### config.mk
export PLATFORM = sky130hd
export DESIGN_NAME = up_bus_master
export DESIGN_NICKNAME = d
export VERILOG_FILES = /design/src/rtl/up_bus_master.sv
export SDC_FILE = /design/constraint.sdc
export NUM_CORES = 1
export LEC_CHECK = 0
export ABC_AREA = 1
export BUFFER_PORTS_ARGS = -buffer_cell sky130_fd_sc_hd__buf_2
export CAP_MARGIN = 20
export CORE_MARGIN = 2
export CORE_UTILIZATION = 40
export CTS_BUF_LIST = sky130_fd_sc_hd__clkbuf_8
export DETAILED_ROUTE_END_ITERATION = 16
export PLACE_DENSITY = 0.71
export SLEW_MARGIN = 10
export SYNTH_ARGS = -nofsm -noshare
export SYNTH_HDL_FRONTEND = slang
export SYNTH_SLANG_ARGS = --single-unit
### constraint.sdc
create_clock -name up_clk -period 3.1 [get_ports up_clk]
set_input_delay 0.155 -clock up_clk [delete_from_list [all_inputs] [get_ports up_clk]]
set_output_delay 0.155 -clock up_clk [all_outputs]
set_load 0.1 [all_outputs]
### src/rtl/up_bus_master.sv
`timescale 1ns/1ps
// Initiator for the up_ register bus: one command in, one req/ack exchange, one response out.
// Define UP_BUS_MASTER_TIMEOUT_EN to enable the ack timeout (error response with ERR_RDATA).
module up_bus_master #(
    parameter int          ADDR_WIDTH     = 14,
    parameter int          TIMEOUT_CYCLES = 255,
    parameter logic [31:0] ERR_RDATA      = 32'hDEAD_DEAD
) (
    input  logic                  up_clk,
    input  logic                  up_rst,
    input  logic                  cmd_valid,
    output logic                  cmd_ready,
    input  logic                  cmd_rnw,
    input  logic [ADDR_WIDTH-1:0] cmd_addr,
    input  logic [31:0]           cmd_wdata,
    output logic                  rsp_valid,
    input  logic                  rsp_ready,
    output logic [31:0]           rsp_rdata,
    output logic                  rsp_err,
    output logic                  up_wreq,
    output logic [ADDR_WIDTH-1:0] up_waddr,
    output logic [31:0]           up_wdata,
    input  logic                  up_wack,
    output logic                  up_rreq,
    output logic [ADDR_WIDTH-1:0] up_raddr,
    input  logic [31:0]           up_rdata,
    input  logic                  up_rack
);

    localparam logic [1:0] ST_IDLE = 2'd0;
    localparam logic [1:0] ST_REQ  = 2'd1;
    localparam logic [1:0] ST_WAIT = 2'd2;
    localparam logic [1:0] ST_RESP = 2'd3;

    logic [1:0]            state_reg;
    logic                  rnw_reg;
    logic                  cmd_ready_reg;
    logic                  rsp_valid_reg;
    logic [31:0]           rsp_rdata_reg;
    logic                  up_wreq_reg;
    logic                  up_rreq_reg;
    logic [ADDR_WIDTH-1:0] up_waddr_reg;
    logic [ADDR_WIDTH-1:0] up_raddr_reg;
    logic [31:0]           up_wdata_reg;
    logic                  ack_match;
    logic                  timeout_hit;

    // Only the ack belonging to the outstanding request type is honoured.
    assign ack_match = rnw_reg ? up_rack : up_wack;

`ifdef UP_BUS_MASTER_TIMEOUT_EN
    localparam logic [15:0] TIMEOUT_LAST = 16'(TIMEOUT_CYCLES - 1);

    logic [15:0] timeout_cnt_reg;
    logic        rsp_err_reg;

    assign timeout_hit = (state_reg == ST_WAIT) && !ack_match && (timeout_cnt_reg == TIMEOUT_LAST);

    always_ff @(posedge up_clk) begin
        if (up_rst) begin
            timeout_cnt_reg <= 16'd0;
            rsp_err_reg     <= 1'b0;
        end else begin
            if (state_reg == ST_REQ) begin
                timeout_cnt_reg <= 16'd0;
            end else if ((state_reg == ST_WAIT) && !ack_match) begin
                timeout_cnt_reg <= timeout_cnt_reg + 16'd1;
            end
            // An ack in the expiry cycle wins over the timeout.
            if (state_reg == ST_WAIT) begin
                if (ack_match) begin
                    rsp_err_reg <= 1'b0;
                end else if (timeout_hit) begin
                    rsp_err_reg <= 1'b1;
                end
            end
        end
    end

    assign rsp_err = rsp_err_reg;
`else
    logic unused_cfg;

    assign timeout_hit = 1'b0;
    assign rsp_err     = 1'b0;
    assign unused_cfg  = ^{ERR_RDATA, TIMEOUT_CYCLES};
`endif

    always_ff @(posedge up_clk) begin
        if (up_rst) begin
            state_reg     <= ST_IDLE;
            rnw_reg       <= 1'b0;
            cmd_ready_reg <= 1'b0;
            rsp_valid_reg <= 1'b0;
            rsp_rdata_reg <= 32'd0;
            up_wreq_reg   <= 1'b0;
            up_rreq_reg   <= 1'b0;
            up_waddr_reg  <= '0;
            up_raddr_reg  <= '0;
            up_wdata_reg  <= 32'd0;
        end else begin
            up_wreq_reg <= 1'b0;
            up_rreq_reg <= 1'b0;
            case (state_reg)
                ST_IDLE: begin
                    cmd_ready_reg <= 1'b1;
                    if (cmd_valid && cmd_ready_reg) begin
                        cmd_ready_reg <= 1'b0;
                        rnw_reg       <= cmd_rnw;
                        state_reg     <= ST_REQ;
                        if (cmd_rnw) begin
                            up_rreq_reg  <= 1'b1;
                            up_raddr_reg <= cmd_addr;
                        end else begin
                            up_wreq_reg  <= 1'b1;
                            up_waddr_reg <= cmd_addr;
                            up_wdata_reg <= cmd_wdata;
                        end
                    end
                end
                ST_REQ: begin
                    state_reg <= ST_WAIT;
                end
                ST_WAIT: begin
                    if (ack_match) begin
                        rsp_valid_reg <= 1'b1;
                        rsp_rdata_reg <= rnw_reg ? up_rdata : 32'd0;
                        state_reg     <= ST_RESP;
                    end else if (timeout_hit) begin
                        rsp_valid_reg <= 1'b1;
                        rsp_rdata_reg <= ERR_RDATA;
                        state_reg     <= ST_RESP;
                    end
                end
                default: begin
                    if (rsp_ready) begin
                        rsp_valid_reg <= 1'b0;
                        cmd_ready_reg <= 1'b1;
                        state_reg     <= ST_IDLE;
                    end
                end
            endcase
        end
    end

    assign cmd_ready = cmd_ready_reg;
    assign rsp_valid = rsp_valid_reg;
    assign rsp_rdata = rsp_rdata_reg;
    assign up_wreq   = up_wreq_reg;
    assign up_rreq   = up_rreq_reg;
    assign up_waddr  = up_waddr_reg;
    assign up_raddr  = up_raddr_reg;
    assign up_wdata  = up_wdata_reg;

endmodule

==> metrics.log <==
[metrics] CTS H-tree depth: 3
[metrics] portion of the clock cycle consumed by the worst path in the final layout: 60.4%
[metrics] Vias: between 3000 and 4000
[metrics] CTS Buf Count: 9
[metrics] CTS Root Cell: sky130_fd_sc_hd__clkbuf_8
[metrics] cell taking the most area after synthesis: sky130_fd_sc_hd__dfxtp_1
[metrics] Post-Route Setup TNS: 0 ps
[metrics] synth cell count leaders: sky130_fd_sc_hd__nand2_1, sky130_fd_sc_hd__dfxtp_1, sky130_fd_sc_hd__nor2_1
[metrics] critical path arrival: 2160 ps
[metrics] cell count after synthesis: 491
[metrics] number of nets in the layout: roughly 800
[metrics] Final Slew Violations: 0
[metrics] Hold/Removal Path Class: in -> reg
[metrics] count of input and output buffers: 180
[metrics] mapped cell area: 3790 µm²
[metrics] peak ir drop on the vdd network: just over 0.3 mV
[metrics] worst clock skew on the final layout: between 10 and 15 ps
[metrics] area share of the leading cell type in the synthesized netlist: 52.3%
[metrics] DRC: 0
[metrics] final critical path time including I/O delays and setup: 1870 ps
[metrics] Max-slew headroom: between 40% and 50%
[metrics] static leakage: 2.66 nW
[metrics] maximum clock frequency: 534 MHz
[metrics] height of the die: 101 µm
[metrics] main flop type after synthesis: sky130_fd_sc_hd__dfxtp_1
[metrics] cell row count: 35
[metrics] number of filler instances in the final layout: about 860
[metrics] CP max-delay cell: sky130_fd_sc_hd__nand2_2
[metrics] unrepaired setup endpoints after global routing: false
[metrics] number of register bits inferred by synthesis: 99
[metrics] count of final hold-check violations: 0
[metrics] # IOs: 182
[metrics] initial core utilization: 41.2%
[metrics] number of antenna cells inserted: 0
[metrics] overall die area: 10300 µm²
[metrics] top fanout value on the critical path: 46
[metrics] Core Box Area: just over 9000 µm²
[metrics] portion of the post-synthesis area used by sequential elements: 52.3%
[metrics] via/cell ratio: 4.73
[metrics] worst hold-check slack: roughly 16 ps
[metrics] largest net degree at the start of global routing: 66
[metrics] crit-path leading delay family: simple AND/OR/NAND/NOR gates
[metrics] drt pass-1 iters: 5
[metrics] clock insertion delay at the later pin of the skew report: 350 ps
[metrics] CTS Hold Buffers Added: 42
[metrics] Critical Path Sink Type: flip-flop
[metrics] drt total wl: 10.2 mm
[metrics] number of different library cells in the post-synthesis netlist: 23
[metrics] number of DRC markers in iteration 0: 108
[metrics] critical path launch point type: flip-flop
[metrics] number of maximum-capacitance violations: 0
[metrics] number of cells upsized or downsized after cts: 0
[metrics] slew of the pin with the lowest slew margin: approximately 900 ps
[metrics] clock net sink count: 99
[metrics] proportion of layout cells with a drive suffix above 1: 32.8%
[metrics] buffers inserted during post-CTS setup optimization: 0
[metrics] outcome: completed
[metrics] Final setup viols: 0
[metrics] ranking of synthesized cells by area: sky130_fd_sc_hd__dfxtp_1, sky130_fd_sc_hd__nand2_1, sky130_fd_sc_hd__nand3_1
[metrics] drt wl/cell: 12.6 µm
[metrics] Worst R2R Setup Slack: 1230 ps
[metrics] Power Density: 836 nW/µm²
[metrics] clock tree buffer depth: 2
[metrics] largest incremental delay on the critical path: between 600 and 700 ps
[metrics] antenna-violating nets left: 0
[metrics] overall fraction of global-route tracks in use: around 19%
[metrics] synth-to-layout area growth: 38.9%
[metrics] critical path, cell by cell: inv_1 > ha_1 > inv_2 > nor2_4 > nand2_2 > nand3_1 > nand2_1
[metrics] initial antenna violation count: 0
[metrics] Detailed Place HPWL: 6.47 mm
[metrics] Syn Nets: 579
[metrics] Worst Path Buf+Inv: 2
[metrics] count of synthesis-stage warnings from yosys: 0
[metrics] vias in the first global route: 3494
[metrics] EDFF count, synth: 0
[metrics] global-route congestion overflow total: 0
[metrics] Final GP Congestion: ~0.84
[metrics] clock-pin slew on the worst setup and hold paths: about 90 ps
[metrics] most common cell in the netlist: sky130_fd_sc_hd__nand2_1
[metrics] clock tree from TritonCTS: built
[metrics] wire length of the first global-routing pass: 15.9 mm
[metrics] CP Class: reg -> reg
[metrics] Async S/R FF share, synth: 0%
[metrics] Avg Synthesized Cell Area: just under 8 µm²
[metrics] Horiz. Die Dim: between 100 and 150 µm
[metrics] critical path required time: 3390 ps
==> cells in the final DEF, fill, tap and decap left out, types with 4 or more instances in the layout <==
cell	instances
sky130_fd_sc_hd__nand2_2	4
sky130_fd_sc_hd__buf_4	4
sky130_fd_sc_hd__inv_2	5
sky130_fd_sc_hd__buf_2	180
sky130_fd_sc_hd__nor2_1	61
sky130_fd_sc_hd__o21ai_0	16
sky130_fd_sc_hd__o21ai_1	22
sky130_fd_sc_hd__o21ai_2	10
sky130_fd_sc_hd__clkbuf_8	10
sky130_fd_sc_hd__dfxtp_1	99
sky130_fd_sc_hd__nand2_1	165
sky130_fd_sc_hd__nor2_2	10
sky130_fd_sc_hd__nand3_1	49
sky130_fd_sc_hd__dlygate4sd3_1	42
sky130_fd_sc_hd__inv_1	8
==> logic make-up (layout without fill, tap and decap cells) <==
logic type      after synthesis  after routing  share of synthesized area [%]
simple gates                291            291                           31.6
flops                        99             99                           52.3
compound gates               52             52                           7.96
buf+inv                      45            253                           6.97
fa+ha+maj                     3              3                          0.991
other cells                   1              1                         0.0990
==> report_power, final <==
part,internal (mW),switching [mW]
clock,0.389,0.430
combinational,0.397,1.64
sequential,1.44,0.0996
==> final timing paths <==
kind,from,end,cells past startpoint
worst min register to register,rsp_valid,rsp_valid,2
worst min-delay path,cmd_addr[0],up_waddr[0],3
worst max-delay path,state_reg[0],up_wdata[4],7
worst max register to register,state_reg[0],up_wdata[4],7
==> worst register-to-register path: cells and delay by family (launching register included) <==
family                     cells  cell delay, ps
buffers and inverters          2             180
adders and majority gates      1             250
and+or+nand+nor                4            1010
DFF                            1             380
==> per-layer routing <==
metal / GRT usage (%) / vias to the layer above / wire [µm]
li1: - / 1949 / -
met1: 23.1 / 1720 / 4300
met2: 32.7 / 155 / 4890
met3: 7.32 / 7 / 916
met4: 5.51 / 0 / 74
met5: 0 / - / 0
==> metrics by stage <==
step	worst slack, ps	utilization, %	cells	instance area [µm²]	power [mW]
6_report	1230	57.2	810	5260	4.40
4_1_cts	1210	57.2	810	5260	4.42
5_1_grt	1010	57.2	810	5260	4.64
3_3_place_gp	1300	50.5	753	4650	3.53
3_5_place_dp	1220	50.5	753	4650	3.57
2_1_floorplan	1140	-	491	3790	3.29
==> layout make-up <==
type	count	area, µm²	area share, %
clock buffers	10	138	2.62
clock inverters	5	55.1	1.05
inverters	12	45.0	0.857
multi-input cells	347	1550	29.5
flip-flops and latches	99	1980	37.7
well taps	111	139	2.64
repair buffers	226	1350	25.7
Note: power is estimated with default switching activity, not from simulation.
